[src/rtl/sdf_delay_buffer.sv]
// sdf_delay_buffer
//   Complex (Re/Im) runtime-programmable delay buffer for radix-2^2 SDF FFT
//   stages. Implemented as a circular buffer with read-before-write at a
//   single pointer. Samples advance only on in_valid; stalls hold contents.
//
// Ports
//   clk, rst          rising-edge clock, synchronous active-high reset
//   in_valid          advance strobe, in_re/in_im accepted when high
//   in_re, in_im      signed input sample
//   cfg_load          load depth_cfg as the new delay (implies flush)
//   depth_cfg         requested delay D, legal range 1..MAX_DEPTH
//   flush             discard buffered samples
//   out_re, out_im    sample delayed by D advances
//   out_valid         out_re/out_im carry a real delayed sample this cycle
//   primed            buffer holds D samples
//   cfg_err           one-cycle pulse when depth_cfg is rejected
//
// Optional build macro SDF_DELAY_OCCUPANCY_EN adds:
//   fill_level        current fill count (saturates at depth)
//   ptr_dbg           current read/write pointer
module sdf_delay_buffer #(
   parameter int WIDTH     = 16,
   parameter int MAX_DEPTH = 8,
   parameter int DEPTH_W   = 4
) (
   input  logic                      clk,
   input  logic                      rst,
   input  logic                      in_valid,
   input  logic signed [WIDTH-1:0]   in_re,
   input  logic signed [WIDTH-1:0]   in_im,
   input  logic                      cfg_load,
   input  logic        [DEPTH_W-1:0] depth_cfg,
   input  logic                      flush,
   output logic signed [WIDTH-1:0]   out_re,
   output logic signed [WIDTH-1:0]   out_im,
   output logic                      out_valid,
   output logic                      primed,
   output logic                      cfg_err
`ifdef SDF_DELAY_OCCUPANCY_EN
   ,
   output logic        [DEPTH_W-1:0] fill_level,
   output logic        [DEPTH_W-1:0] ptr_dbg
`endif
);

   localparam int AW = (MAX_DEPTH > 1) ? $clog2(MAX_DEPTH) : 1;

   typedef enum logic [1:0] {
      EMPTY = 2'd0,
      FILL  = 2'd1,
      RUN   = 2'd2
   } state_t;

   state_t                    state_q, state_d;
   logic        [DEPTH_W-1:0] depth_q, depth_d;
   logic        [DEPTH_W-1:0] ptr_q,   ptr_d;
   logic        [DEPTH_W-1:0] fill_q,  fill_d;
   logic signed [WIDTH-1:0]   out_re_q, out_re_d;
   logic signed [WIDTH-1:0]   out_im_q, out_im_d;
   logic                      out_valid_q, out_valid_d;
   logic                      cfg_err_q, cfg_err_d;
   logic signed [WIDTH-1:0]   mem_re_q [MAX_DEPTH];
   logic signed [WIDTH-1:0]   mem_im_q [MAX_DEPTH];

   logic                      clr;   // flush, explicit or implied by a good cfg_load
   logic                      adv;   // accepted advance
   logic                      cfg_ok;
   logic        [AW-1:0]      idx;

   assign cfg_ok = (depth_cfg != '0) && (depth_cfg <= DEPTH_W'(MAX_DEPTH));
   assign idx    = ptr_q[AW-1:0];

   always_comb begin
      state_d     = state_q;
      depth_d     = depth_q;
      ptr_d       = ptr_q;
      fill_d      = fill_q;
      out_re_d    = out_re_q;
      out_im_d    = out_im_q;
      out_valid_d = 1'b0;
      cfg_err_d   = 1'b0;
      clr         = 1'b0;
      adv         = 1'b0;

      // Priority: cfg_load > flush > in_valid (rst handled in the register)
      if (cfg_load) begin
         if (cfg_ok) begin
            depth_d = depth_cfg;
            clr     = 1'b1;
         end else begin
            cfg_err_d = 1'b1;
         end
      end else if (flush) begin
         clr = 1'b1;
      end else if (in_valid) begin
         adv = 1'b1;
      end

      if (clr) begin
         state_d  = EMPTY;
         ptr_d    = '0;
         fill_d   = '0;
         out_re_d = '0;
         out_im_d = '0;
      end

      if (adv) begin
         // Read-before-write: the slot about to be overwritten holds the
         // sample accepted exactly depth advances ago.
         out_re_d    = mem_re_q[idx];
         out_im_d    = mem_im_q[idx];
         out_valid_d = (state_q == RUN);
         ptr_d       = (ptr_q == depth_q - DEPTH_W'(1)) ? '0 : ptr_q + DEPTH_W'(1);
         unique case (state_q)
            EMPTY: begin
               fill_d  = DEPTH_W'(1);
               state_d = (depth_q == DEPTH_W'(1)) ? RUN : FILL;
            end
            FILL: begin
               fill_d = fill_q + DEPTH_W'(1);
               if (fill_q + DEPTH_W'(1) == depth_q) state_d = RUN;
            end
            default: begin
               fill_d = fill_q;
            end
         endcase
      end
   end

   always_ff @(posedge clk) begin
      if (rst) begin
         state_q     <= EMPTY;
         depth_q     <= DEPTH_W'(MAX_DEPTH);
         ptr_q       <= '0;
         fill_q      <= '0;
         out_re_q    <= '0;
         out_im_q    <= '0;
         out_valid_q <= 1'b0;
         cfg_err_q   <= 1'b0;
         mem_re_q    <= '{default: '0};
         mem_im_q    <= '{default: '0};
      end else begin
         state_q     <= state_d;
         depth_q     <= depth_d;
         ptr_q       <= ptr_d;
         fill_q      <= fill_d;
         out_re_q    <= out_re_d;
         out_im_q    <= out_im_d;
         out_valid_q <= out_valid_d;
         cfg_err_q   <= cfg_err_d;
         if (clr) begin
            mem_re_q <= '{default: '0};
            mem_im_q <= '{default: '0};
         end else if (adv) begin
            mem_re_q[idx] <= in_re;
            mem_im_q[idx] <= in_im;
         end
      end
   end

   assign out_re    = out_re_q;
   assign out_im    = out_im_q;
   assign out_valid = out_valid_q;
   assign primed    = (state_q == RUN);
   assign cfg_err   = cfg_err_q;

`ifdef SDF_DELAY_OCCUPANCY_EN
   assign fill_level = fill_q;
   assign ptr_dbg    = ptr_q;
`endif

endmodule
[config.mk]
export PLATFORM = sky130hd
export DESIGN_NAME = sdf_delay_buffer
export DESIGN_NICKNAME = d
export VERILOG_FILES = /design/src/rtl/sdf_delay_buffer.sv
export SDC_FILE = /design/constraint.sdc
export NUM_CORES = 1
export LEC_CHECK = 0
export CAP_MARGIN = 20
export CORE_MARGIN = 3
export CORE_UTILIZATION = 65
export DETAILED_ROUTE_END_ITERATION = 8
export GPL_TIMING_DRIVEN = 1
export PLACE_DENSITY = 0.95
export SLEW_MARGIN = 30
export SYNTH_ARGS = -nofsm -noshare
export SYNTH_HDL_FRONTEND = slang
export SYNTH_SLANG_ARGS = --single-unit
[constraint.sdc]
create_clock -name clk -period 3 [get_ports clk]
set_input_delay 0.3 -clock clk [delete_from_list [all_inputs] [get_ports clk]]
set_output_delay 0.3 -clock clk [all_outputs]
set_load 0.05 [all_outputs]
==> flow_summary.ini <==
[status]
status = completed

[timing]
fin_tns_setup_ns = 0
hold_viol = 0
rsz0062_at_grt = no
tightest_slew_ns = 0.7422
clock_skew_ns = 0.01664
finalSetupViolCount = 0
relSlewSlack_pct = 50.52
fmax_mhz = 416.9
fin_crit_ns = 2.399
fin_crit_sh_pct = 79.96
drv_slew = 0

[hold_path]
holdCritPathClass = in2reg
hp-start = depth_cfg[3]
hold_depth = 3
whs_endpoint = depth_q[3]$_SDFFE_PP1P_

[global_routing]
antenna_found_initial = 1
grt.total_usage_pct = 34.57
grt_max_degree = 58
grt_overflow = 0
grt_pass1_wl_um = 62130
first_global_vias = 12100

[route]
via_count = 11640
drt-vias-per-instance = 6.505
drtPass1Iterations = 7
ant_nets = 0
drt_iter0_drc = 1413
wire_per_inst_um = 22.06
finalWirelength_um = 39470
drc_errors = 0

[logic_synthesis]
syn_area_um2 = 13740
synth_top_cell_area_share_pct = 44.29
ys_types = 40
yosys.area.top_type = dfxtp_1
ys_top_cells_by_area = dfxtp_1 44%, a21oi_2 15%, nand2_1 15%
syn-instance-count = 1490
seq_area_frac_synth_pct = 44.29
synthArstFlopShare_pct = 0
synth_flop_cell = dfxtp_1
ys_warn_count = 0
synth_edf_count = 0
ys_ff_latch = 304
synth_fp_nets = 1535
syn_avg_cell_area_um2 = 9.223

[clock_tree]
cts_tree = built
cts_sinks = 304
cts_hold_buffers = 0
cts_setup_buffers = 0
clkTransAtPathRegs_ns = 0.06
cts_resized = 0
clock_path_buffers = 3
cts.root.buffer_cell = clkbuf_16
insertion_delay_ns = 0.56
cts_buffers = 29
cts_htree_levels = 1

[worst_setup_path]
ff2ff_setup_slack_ns = 0.60
required_ns = 3.48
worstSetupPathType = reg2reg
rr_worst_depth = 5
regToRegEndpoint = mem_im_q[53]$_SDFFE_PP0P_
crit_fanout = 22
cp-start-kind = flop
critPathCaptureType = flop
cp_data_arrival_time_ns = 2.88
r2r-start = ptr_q[2]$_SDFFE_PP0P_

[power_and_ir_drop]
ir_worst_vdd_mv = 0.5252
p_leak_nw = 4.555
power.total_mw = 8.224
pwr_density_cell_nw_per_um2 = 529.7

[cells_and_area]
nets = 1543
final_area_um2 = 15530
diodes = 0
fillers = 1172
drive_gt1_share_pct = 26.93
syn2layout_area_growth_pct = 12.99

[place]
dpl_cell_area_um2 = 14580
dp_hpwl_um = 22280
port_buffers = 75
place_congestion = 0.7954

[flow_run]
cap_violations = 0

[floorplanning]
chipHeight_um = 151.4
initial_utilization_pct = 67.05
rows = 52
core_um2 = 20490
dieArea_um2 = 22920
io_pins = 76
die_x_um = 151.4
sequential cells by signal, summed over array words and instances, names as in the netlist:
name	flops
out_valid	1
out_im	16
fill_q	4
out_re	16
mem_re_q	128
cfg_err	1
depth_q	4
ptr_q	4
mem_im_q	128
state_q	2
where the power goes:
part | switching (mW) | total [mW] | internal [mW]
Clock | 1.59 | 3.70 | 2.11
Combinational | 0.306 | 0.456 | 0.150
Sequential | 0.0160 | 4.07 | 4.05
metal layers:
metal	share of wire, %	global-route usage (%)
met1	34	41.25
met2	47	57.15
met3	12	6.732
met4	6.7	22.08
met5	0	0
kinds of logic after synthesis:
| kind of cell | count (synthesis) | share of synthesized area, % |
|---|---|---|
| DFF | 304 | 44.29 |
| AOI/OAI and AO/OA | 312 | 18.34 |
| muxes | 99 | 13.04 |
| adders and majority gates | 4 | 0.3642 |
| buffers and inverters | 151 | 5.691 |
| xor gates and xnor gates | 10 | 0.8468 |
| and+or+nand+nor | 610 | 17.44 |
placed cells by master, fill, tap and decap left out, types with 4 or more instances in the layout:
cell             instances
a21oi_1                 21
a21oi_2                240
and2_1                   6
and3_1                   6
buf_12                   9
buf_4                   41
clkbuf_1                 4
clkbuf_16               29
clkbuf_8                 7
clkdlybuf4s50_1         75
clkinv_2                 9
dfxtp_1                301
ha_1                     4
mux2i_1                 35
mux4_2                  64
nand2_1                559
nand2b_1                 4
nand3_1                  8
nor2_1                   8
nor2b_1                  8
o21ai_0                 35
xnor2_1                  5
cells in the mapped netlist, types with 2 or more instances:
| cell | count |
|---|---|
| a21oi_2 | 240 |
| a21oi_1 | 21 |
| and3_1 | 6 |
| xnor2_1 | 5 |
| dfxtp_1 | 304 |
| mux4_2 | 64 |
| mux2i_1 | 35 |
| a32oi_1 | 2 |
| a311oi_1 | 3 |
| o221ai_1 | 2 |
| buf_2 | 10 |
| xor2_1 | 3 |
| and2_1 | 3 |
| nand2b_1 | 4 |
| nand2_1 | 559 |
| and2_0 | 3 |
| o21ai_0 | 35 |
| inv_1 | 3 |
| nand3_1 | 8 |
| ha_1 | 4 |
| buf_1 | 41 |
| buf_6 | 27 |
| nor3_1 | 3 |
| nor2b_1 | 8 |
| nor4b_1 | 4 |
| o31ai_1 | 2 |
| nor2_1 | 8 |
| o21bai_1 | 2 |
| clkbuf_1 | 70 |
worst max path at each step:
stage,from,to,depth (start not counted)
final,ptr_q[2]$_SDFFE_PP0P_,mem_im_q[53]$_SDFFE_PP0P_,5
after global routing,ptr_q[2]$_SDFFE_PP0P_,mem_im_q[51]$_SDFFE_PP0P_,5
after CTS,depth_cfg[0],mem_im_q[51]$_SDFFE_PP0P_,6
after detailed placement,depth_cfg[0],mem_im_q[85]$_SDFFE_PP0P_,6
after global placement,depth_cfg[0],mem_im_q[116]$_SDFFE_PP0P_,6
after floorplan,depth_cfg[3],mem_im_q[0]$_SDFFE_PP0P_,9
critical path, cell delays in order, from the launching register on:
cell and delay [ns]:
dfxtp_2 0.81, nor2b_1 0.38, and2_1 0.51, buf_4 0.33
nand2_1 0.12, a21oi_2 0.17
through the flow:
step           setup WS (ns)  hold slack, ns  util [%]  cells
2_1_floorplan         0.8707          0.4325         -   1490
3_3_place_gp          0.2176          0.4327     71.12   1737
3_5_place_dp          0.1441          0.4423     71.12   1737
4_1_cts               0.6601          0.4169     75.76   1789
5_1_grt               0.5436          0.4692     75.76   1789
6_report              0.6011          0.4367     75.76   1789
layout make-up:
class,count,area (µm²),area share (%)
clock inverters,12,113.9,0.7333
clock buffers,40,837.1,5.391
repair buffers,125,1239,7.977
well taps,270,337.8,2.176
multi-input cells,1035,6897,44.42
flip-flops and latches,304,6092,39.23
inverters,3,11.26,0.07252
Note: power is estimated with default switching activity, not from simulation.
